## src/rtl/inc_bank_pkg.sv

```systemverilog
// -----------------------------------------------------------------------------
// inc_bank_pkg
// Shared constants for the increment register bank and its control unit.
// The REG_* indices are the bit positions of the increment strobes and the
// values of the write-select field. REG_NONE selects no register.
// -----------------------------------------------------------------------------
package inc_bank_pkg;

  localparam int unsigned NUM_INC_REGS = 7;
  localparam int unsigned SEL_W        = 3;

  localparam logic [SEL_W-1:0] REG_ROW  = 3'd0;
  localparam logic [SEL_W-1:0] REG_COL  = 3'd1;
  localparam logic [SEL_W-1:0] REG_CURR = 3'd2;
  localparam logic [SEL_W-1:0] REG_STA  = 3'd3;
  localparam logic [SEL_W-1:0] REG_STB  = 3'd4;
  localparam logic [SEL_W-1:0] REG_STC  = 3'd5;
  localparam logic [SEL_W-1:0] REG_R1   = 3'd6;
  localparam logic [SEL_W-1:0] REG_NONE = 3'd7;

endpackage : inc_bank_pkg

```

## src/rtl/inc_reg_bank_if.sv

```systemverilog
// -----------------------------------------------------------------------------
// inc_reg_bank_if
// Bus between the control side (increment decoder plus control unit) and the
// increment register bank.
//   inc_row..inc_r1 : increment strobes, one per register
//   wr_en/wr_sel/wr_data : single write port, wr_sel = REG_* index
//   row_q..r1_q     : registered counter values
//   wrap            : sticky wrap flags, bit i = register i (zero unless the
//                     bank is built with INC_BANK_WRAP_FLAG_EN)
// Modports: master = control side, slave = register bank.
// -----------------------------------------------------------------------------
interface inc_reg_bank_if
  import inc_bank_pkg::*;
#(
  parameter int unsigned WIDTH = 8
);

  logic                    inc_row;
  logic                    inc_col;
  logic                    inc_curr;
  logic                    inc_sta;
  logic                    inc_stb;
  logic                    inc_stc;
  logic                    inc_r1;
  logic                    wr_en;
  logic [SEL_W-1:0]        wr_sel;
  logic [WIDTH-1:0]        wr_data;
  logic [WIDTH-1:0]        row_q;
  logic [WIDTH-1:0]        col_q;
  logic [WIDTH-1:0]        curr_q;
  logic [WIDTH-1:0]        sta_q;
  logic [WIDTH-1:0]        stb_q;
  logic [WIDTH-1:0]        stc_q;
  logic [WIDTH-1:0]        r1_q;
  logic [NUM_INC_REGS-1:0] wrap;

  modport master (
    output inc_row, inc_col, inc_curr, inc_sta, inc_stb, inc_stc, inc_r1,
    output wr_en, wr_sel, wr_data,
    input  row_q, col_q, curr_q, sta_q, stb_q, stc_q, r1_q, wrap
  );

  modport slave (
    input  inc_row, inc_col, inc_curr, inc_sta, inc_stb, inc_stc, inc_r1,
    input  wr_en, wr_sel, wr_data,
    output row_q, col_q, curr_q, sta_q, stb_q, stc_q, r1_q, wrap
  );

endinterface : inc_reg_bank_if

```

## src/rtl/inc_cell.sv

```systemverilog
// -----------------------------------------------------------------------------
// inc_cell
// One WIDTH-bit counter register. Load beats increment; increment wraps
// modulo 2^WIDTH. Optional sticky wrap flag when INC_BANK_WRAP_FLAG_EN is
// defined (otherwise wrap_o is constant 0 and no flag flop exists).
// Ports:
//   clk, rst_n   : clock, asynchronous active-low reset
//   ld_i         : load ld_data_i this cycle (highest priority)
//   ld_data_i    : load value
//   inc_i        : increment this cycle
//   val_o        : registered value
//   wrap_o       : sticky wrap flag
// -----------------------------------------------------------------------------
module inc_cell #(
  parameter int unsigned      WIDTH   = 8,
  parameter logic [WIDTH-1:0] RST_VAL = '0
) (
  input  logic             clk,
  input  logic             rst_n,
  input  logic             ld_i,
  input  logic [WIDTH-1:0] ld_data_i,
  input  logic             inc_i,
  output logic [WIDTH-1:0] val_o,
  output logic             wrap_o
);

  logic [WIDTH-1:0] val_d, val_q;

  always_comb begin
    val_d = val_q;
    if (ld_i) begin
      val_d = ld_data_i;
    end else if (inc_i) begin
      val_d = val_q + 1'b1;
    end
  end

  // NOTE: sequential state uses non-blocking assignment so every flop samples
  // the pre-edge value of every other flop, whatever the process order.
  always_ff @(posedge clk or negedge rst_n) begin
    if (!rst_n) begin
      val_q <= RST_VAL;
    end else begin
      val_q <= val_d;
    end
  end

  assign val_o = val_q;

`ifdef INC_BANK_WRAP_FLAG_EN
  logic wrap_d, wrap_q;

  // A write clears the flag even when it coincides with a wrapping increment,
  // because the increment is dropped in that cycle.
  always_comb begin
    wrap_d = wrap_q;
    if (ld_i) begin
      wrap_d = 1'b0;
    end else if (inc_i && (val_q == {WIDTH{1'b1}})) begin
      wrap_d = 1'b1;
    end
  end

  always_ff @(posedge clk or negedge rst_n) begin
    if (!rst_n) begin
      wrap_q <= 1'b0;
    end else begin
      wrap_q <= wrap_d;
    end
  end

  assign wrap_o = wrap_q;
`else
  assign wrap_o = 1'b0;
`endif

endmodule : inc_cell

```

## src/rtl/inc_reg_bank.sv

```systemverilog
// -----------------------------------------------------------------------------
// inc_reg_bank
// Seven counter registers (ROW, COL, CURR, STA, STB, STC, R1) fed by the
// increment decoder strobes and one datapath write port. The top decodes
// wr_sel into per-register load enables and fans the cells out to the bus.
// Optional feature macro: INC_BANK_WRAP_FLAG_EN (sticky per-register wrap
// flags on bus.wrap; tied to zero when undefined).
// Ports:
//   clk   : system clock, rising edge
//   rst_n : asynchronous active-low reset, all registers to RST_VAL
//   bus   : inc_reg_bank_if slave (strobes, write port, register outputs)
// All outputs are registered; latency from strobe or write is one cycle.
// -----------------------------------------------------------------------------
module inc_reg_bank
  import inc_bank_pkg::*;
#(
  parameter int unsigned      WIDTH   = 8,
  parameter logic [WIDTH-1:0] RST_VAL = '0
) (
  input logic            clk,
  input logic            rst_n,
  inc_reg_bank_if.slave  bus
);

  logic [NUM_INC_REGS-1:0] inc_vec;
  logic [NUM_INC_REGS-1:0] ld_vec;
  logic [NUM_INC_REGS-1:0] wrap_vec;
  logic [WIDTH-1:0]        val_vec [NUM_INC_REGS];

  assign inc_vec[REG_ROW]  = bus.inc_row;
  assign inc_vec[REG_COL]  = bus.inc_col;
  assign inc_vec[REG_CURR] = bus.inc_curr;
  assign inc_vec[REG_STA]  = bus.inc_sta;
  assign inc_vec[REG_STB]  = bus.inc_stb;
  assign inc_vec[REG_STC]  = bus.inc_stc;
  assign inc_vec[REG_R1]   = bus.inc_r1;

  // REG_NONE never matches an index below NUM_INC_REGS, so it loads nothing.
  // NOTE: the default assignment first keeps this combinational block from
  // inferring latches on any path that skips an assignment.
  always_comb begin
    ld_vec = '0;
    for (int i = 0; i < NUM_INC_REGS; i++) begin
      ld_vec[i] = bus.wr_en && (bus.wr_sel == SEL_W'(i));
    end
  end

  for (genvar g = 0; g < NUM_INC_REGS; g++) begin : g_cell
    inc_cell #(
      .WIDTH   (WIDTH),
      .RST_VAL (RST_VAL)
    ) u_cell (
      .clk       (clk),
      .rst_n     (rst_n),
      .ld_i      (ld_vec[g]),
      .ld_data_i (bus.wr_data),
      .inc_i     (inc_vec[g]),
      .val_o     (val_vec[g]),
      .wrap_o    (wrap_vec[g])
    );
  end

  assign bus.row_q  = val_vec[REG_ROW];
  assign bus.col_q  = val_vec[REG_COL];
  assign bus.curr_q = val_vec[REG_CURR];
  assign bus.sta_q  = val_vec[REG_STA];
  assign bus.stb_q  = val_vec[REG_STB];
  assign bus.stc_q  = val_vec[REG_STC];
  assign bus.r1_q   = val_vec[REG_R1];
  assign bus.wrap   = wrap_vec;

endmodule : inc_reg_bank

```

## src/flat_wrapper.sv

```systemverilog
// flat-port wrapper written by rule: the top's interface ports become plain ports
module inc_reg_bank_flat import inc_bank_pkg::*;
#(
  parameter int unsigned      WIDTH   = 8,
  parameter logic [WIDTH-1:0] RST_VAL = '0
)
  (clk, rst_n, bus_inc_row, bus_inc_col, bus_inc_curr, bus_inc_sta, bus_inc_stb, bus_inc_stc, bus_inc_r1, bus_wr_en, bus_wr_sel, bus_wr_data, bus_row_q, bus_col_q, bus_curr_q, bus_sta_q, bus_stb_q, bus_stc_q, bus_r1_q, bus_wrap);
  inc_reg_bank_if #(.WIDTH(WIDTH)) bus_i ();
  input logic clk;
  input logic rst_n;
  input wire logic [$bits(bus_i.inc_row)-1:0] bus_inc_row;
  input wire logic [$bits(bus_i.inc_col)-1:0] bus_inc_col;
  input wire logic [$bits(bus_i.inc_curr)-1:0] bus_inc_curr;
  input wire logic [$bits(bus_i.inc_sta)-1:0] bus_inc_sta;
  input wire logic [$bits(bus_i.inc_stb)-1:0] bus_inc_stb;
  input wire logic [$bits(bus_i.inc_stc)-1:0] bus_inc_stc;
  input wire logic [$bits(bus_i.inc_r1)-1:0] bus_inc_r1;
  input wire logic [$bits(bus_i.wr_en)-1:0] bus_wr_en;
  input wire logic [$bits(bus_i.wr_sel)-1:0] bus_wr_sel;
  input wire logic [$bits(bus_i.wr_data)-1:0] bus_wr_data;
  output wire logic [$bits(bus_i.row_q)-1:0] bus_row_q;
  output wire logic [$bits(bus_i.col_q)-1:0] bus_col_q;
  output wire logic [$bits(bus_i.curr_q)-1:0] bus_curr_q;
  output wire logic [$bits(bus_i.sta_q)-1:0] bus_sta_q;
  output wire logic [$bits(bus_i.stb_q)-1:0] bus_stb_q;
  output wire logic [$bits(bus_i.stc_q)-1:0] bus_stc_q;
  output wire logic [$bits(bus_i.r1_q)-1:0] bus_r1_q;
  output wire logic [$bits(bus_i.wrap)-1:0] bus_wrap;
  assign bus_i.inc_row = bus_inc_row;
  assign bus_i.inc_col = bus_inc_col;
  assign bus_i.inc_curr = bus_inc_curr;
  assign bus_i.inc_sta = bus_inc_sta;
  assign bus_i.inc_stb = bus_inc_stb;
  assign bus_i.inc_stc = bus_inc_stc;
  assign bus_i.inc_r1 = bus_inc_r1;
  assign bus_i.wr_en = bus_wr_en;
  assign bus_i.wr_sel = bus_wr_sel;
  assign bus_i.wr_data = bus_wr_data;
  assign bus_row_q = bus_i.row_q;
  assign bus_col_q = bus_i.col_q;
  assign bus_curr_q = bus_i.curr_q;
  assign bus_sta_q = bus_i.sta_q;
  assign bus_stb_q = bus_i.stb_q;
  assign bus_stc_q = bus_i.stc_q;
  assign bus_r1_q = bus_i.r1_q;
  assign bus_wrap = bus_i.wrap;
  inc_reg_bank #(.WIDTH(WIDTH), .RST_VAL(RST_VAL)) u_core (.clk(clk), .rst_n(rst_n), .bus(bus_i));
endmodule
```

## config.mk

```make
export PLATFORM = sky130hd
export DESIGN_NAME = inc_reg_bank_flat
export DESIGN_NICKNAME = d
export VERILOG_FILES = /design/src/rtl/inc_bank_pkg.sv /design/src/rtl/inc_reg_bank_if.sv /design/src/rtl/inc_cell.sv /design/src/rtl/inc_reg_bank.sv /design/src/flat_wrapper.sv
export SDC_FILE = /design/constraint.sdc
export NUM_CORES = 1
export LEC_CHECK = 0
export ABC_AREA = 1
export BUFFER_PORTS_ARGS = -buffer_cell sky130_fd_sc_hd__buf_2
export CAP_MARGIN = 20
export CORE_UTILIZATION = 30
export DETAILED_ROUTE_END_ITERATION = 12
export GPL_TIMING_DRIVEN = 0
export PLACE_DENSITY_LB_ADDON = 0.2
export RECOVER_POWER = 100
export SLEW_MARGIN = 20
export SYNTH_ARGS = -nofsm -noshare
export SYNTH_HDL_FRONTEND = slang
export SYNTH_SLANG_ARGS = --single-unit
```

## constraint.sdc

```tcl
create_clock -name clk -period 1.01 [get_ports clk]
set_input_delay 0.0505 -clock clk [delete_from_list [all_inputs] [get_ports clk]]
set_output_delay 0.0505 -clock clk [all_outputs]
set_load 0.01 [all_outputs]
```

# After elaboration in Yosys (flattened, before gate mapping)
# Cells that the tools add are included.
# totals
register_bits	56
latchBits	0
ram_bits	0
rom_bits	0
input_bits	21
output_inout_bits	63
word_cells	49
mem_count	0
# classes
n_addsub	7
multipliers	0
div	0
n_lt_le_gt_ge	0
n_eq_ne	6
shift	0
muxes	14
bitwise_logic	0
reduce_logical	15
# op_table
operator	n
$mux 8	14
$add 8x1->8 const B	7
$reduce_bool 2->1	7
$eq 3x3->1 const B	3
$logic_and 1x1->1	7
$eq 3x2->1 const B	2
$eq 3x1->1 const B	1
$logic_not 3->1	1

# Depth between registers and ports, before layout
# depth
ltp_word	3
mapped_depth	7
ltp_nobuf	7

# By module
# Synthesis repeated with hierarchy kept, for this count alone.
# hier_totals
hier_cells	464
hier_area_um2	3633.5
# by_module_without_submodules
mod	instances	cells_each	area_each_um2	seq_area_each_um2
inc_cell	7	64	510.5	200.2
inc_reg_bank	1	16	60.1	0.0

# Least setup slack after synthesis
# No wires, ideal clock.
# synth_timing
path_kind	register -> register
from	register u_core.g_cell[6].u_cell.val_q[0]
to	register u_core.g_cell[6].u_cell.val_q[2]
arrival_time_ns	1.043
setup_slack_ns	-0.153
path_stages_with_launch	7
path_buffers	0
synth_period_minus_slack_ns	1.163
path_cell_list	dfrtp_1 > ha_1 > nand2_1 > xor2_1 > nand2_1 > o21ai_0 > inv_1
# synth_between
elab_chain_len	3
# synth_rtl
item	line_no	text
start: declaration	inc_cell.sv:27	logic [WIDTH-1:0] val_d, val_q;
start signal: assignment	inc_cell.sv:44	val_q <= val_d;
$add 8x1->8	inc_cell.sv:34	val_d = val_q + 1'b1;
$mux 8	inc_cell.sv:33	end else if (inc_i) begin
$mux 8	inc_cell.sv:31	if (ld_i) begin
# Every way passes these cells. The select of a mux whose other input is x is not followed.
# A chain may end at the register's enable or synchronous reset.

# Worst setup path after layout
# layout_timing
from	register u_core.g_cell[6].u_cell.val_q[0]
to	output bus_r1_q[0]
# layout_lines
item	line_no	text
end: declaration	flat_wrapper.sv:27	output wire logic [$bits(bus_i.r1_q)-1:0] bus_r1_q;
# No word-level cell between the ends.

==> out/results.tsv <==
metric	value	unit
synth_ff_type	dfrtp_1	
rrSetupSlack	-140	ps
hp-class	in -> reg	
route.detailed.drc	0	
grt_first_pass_wirelength	18.5	mm
setup_ws	-156	ps
switching_share	42.2	%
dpl.hpwl	7.97	mm
rsz0062_at_grt	true	
syn_inst	583	
cts_buffer_depth	2	
ys_seq_area_share	36.8	%
first_pass_iters	4	
wire_per_inst	13.3	µm
report.final.slew_viol_count	0	
cts_root_buf	clkbuf_16	
combPwrFrac	46.8	%
avgSynthCellArea	6.53	µm²
p_seq_share	37.7	%
grtUsageTotal	17.9	%
h-tree-depth	2	
whs	94.4	ps
portBuffers	76	
synth_area_leader_cell	dfrtp_1	
largest_register_ffs	56	
path_clk_slew	80	ps
row_count	40	
dpl_cell_area	0.00452	mm²
timing.rr.end	u_core.g_cell[0].u_cell.val_o[5]	
hold_viol_final	0	
p_int	6730	µW
gp_congestion	0.853	
io_pins	84	
p_leak	0.00267	µW
reg2regPathDepth	6	
violations	negative setup slack	
cts.sinks	56	
cp.arrival	1120	ps
yosysWarnings	0	
cp_slowest_stage_delay	420	ps
utilization	45.3	%
crit_family	flip-flops	
hold_path.startpoint	bus_inc_r1	
crit_top_cell	buf_4	
max_freq	858	MHz
core-area	0.0122	mm²
fillCellCount	1275	
status	finished, violations left	
required	960	ps
setup_viol	57	
die-height	115	µm
clkPwrFrac	15.5	%
cts_buffers	5	
cp_max_fo	4	
start_util	31.2	%
drive_above_1_share	35.6	%
dieArea	0.0132	mm²
grt_max_degree	47	
route.antenna.remaining_nets	0	
overflow	0	
num_vias	4099	
fin_crit	1170	ps
cp_num_buf_inv	3	
power_density	2100	mW/mm²
synthTopCellsByCount	nand2_1 (261), nand3_1 (92), inv_1 (70)	
cts_tree	built	
synth.area.top_cells	dfrtp_1 (37%), nand2_1 (26%), nand3_1 (12%)	
final.period_utilization	115	%
fin_tns_setup	-3390	ps
routed_via_density	4.65	
switchingPower	4910	µW
die_width	115	µm
crit_start	u_core.g_cell[6].u_cell.val_o[0]	
final_area	0.00553	mm²
maxCapViolations	0	
synth_edf_count	0	
power.total	11600	µW
cp-end-kind	output port	
max-vdd-ir-drop	0.000978	V
synth.most_common_cell	nand2_1	
grt_pass1_vias	3852	
areaGrowthSynthToFinish	45.1	%
ys_seq_elements	56	
crit_path_end	bus_r1_q[0]	
netlist.area_leader.share	36.8	%
drt-total-wl	11.8	mm
netlist_area	0.00381	mm²
criticalPathCategory	reg -> out	
cp.depth	3	
finalNetCount	740	
timing.rr.start	u_core.g_cell[0].u_cell.val_o[0]	
cp_slowest_cell	dfrtp_1	
clock_latency	300	ps
antenna_found_initial	0	
async_flop_share	100	%
synth.distinct_cells	16	
dr.first_iter.drc_count	240	
crit_chain	buf_4, buf_4, buf_2	
skew	6.23	ps
critPathLaunchType	flip-flop	
## cells in the final DEF, fill, tap and decap left out, types with 3 or more instances in the layout
cell type | Yosys | layout
buf_2 | 0 | 55
buf_4 | 7 | 28
buf_6 | 0 | 33
clkbuf_1 | 0 | 3
clkbuf_16 | 0 | 5
conb_1 | 1 | 7
dfrtp_1 | 56 | 29
dfrtp_2 | 0 | 27
ha_4 | 0 | 6
inv_1 | 70 | 67
nand2_1 | 261 | 232
nand2_2 | 2 | 25
nand2_4 | 0 | 6
nand3_1 | 92 | 72
nand3_2 | 0 | 11
nand3_4 | 0 | 9
nand4_1 | 7 | 7
nor2_1 | 35 | 14
nor2_2 | 1 | 15
nor2_4 | 14 | 21
o21ai_1 | 0 | 7
o21bai_1 | 13 | 13
xor2_1 | 7 | 7
## through the flow
stage / setup WS, ps / std cells
6_report: -156 / 882
5_1_grt: -218 / 881
4_1_cts: -116 / 863
3_5_place_dp: -190 / 834
3_3_place_gp: -432 / 833
2_1_floorplan: -107 / 589
## worst reg2reg max path, stage by stage, from the launching register on
cell	delay [ps]
dfrtp_1	410
clkbuf_2	230
nand3_4	120
nor2_2	100
nand2_1	50
nand3_1	80
nand2_1	50
## power by group through the flow
stage / Sequential (µW) / Combinational [µW] / Clock, µW
after floorplan: 4250 / 1920 / 0
after global placement: 4160 / 3400 / 0
after detailed placement: 4170 / 3480 / 0
after CTS: 4270 / 4610 / 1880
after global routing: 4520 / 6040 / 1940
final: 4380 / 5450 / 1810
## worst min-delay path by stage
stage,end,slack [ps],depth (start not counted)
2_1_floorplan,u_core.g_cell[0].u_cell.val_o[0],-250,0
3_3_place_gp,u_core.g_cell[6].u_cell.val_o[3],390,4
3_5_place_dp,u_core.g_cell[1].u_cell.val_o[6],-80,1
4_1_cts,u_core.g_cell[6].u_cell.val_o[0],80,4
5_1_grt,u_core.g_cell[0].u_cell.val_o[0],120,3
6_report,u_core.g_cell[6].u_cell.val_o[0],90,4
## layer usage
metal | track usage, % | wire (µm) | vias up
li1 | - | - | 2080
met1 | 23.9 | 5580 | 1914
met2 | 29.3 | 5450 | 87
met3 | 3.18 | 512 | 18
met4 | 5.37 | 211 | 0
met5 | 0 | 0 | -
## area by class of cell
cell class,count,area (µm²),share of cell area [%]
multi-input combinational,456,2560,46.3
sequential,56,1440,26.0
timing repair buffer,116,851,15.4
inverter,70,268,4.84
tap,168,210,3.80
clock buffer,6,139,2.51
buffer,7,52.6,0.950
clock inverter,2,10.0,0.181
antenna,1,2.50,0.0453
## kinds of logic (layout without fill, tap and decap cells)
kind of cell    after synthesis  count (layout)  synth area share, %
xor+xnor                      7               7                 1.61
flops                        56              56                 36.8
compound gates               22              22                 3.74
fa+ha+maj                     7               7                 2.30
simple gates                413             413                 47.2
buf+inv                      77             201                 8.28
other cells                   1               8               0.0984
## what timing repair did
| action | in CTS | in global routing |
|---|---|---|
| pin swaps | 42 | 45 |
| hold buffers | 1 | 0 |
| hold endpoints to repair | 56 | 0 |
| gates resized for setup | 89 | 68 |
| setup buffers | 20 | 18 |
| endpoints found under the setup margin | 44 | 65 |
No activity file was read; power rests on OpenSTA's default activity.
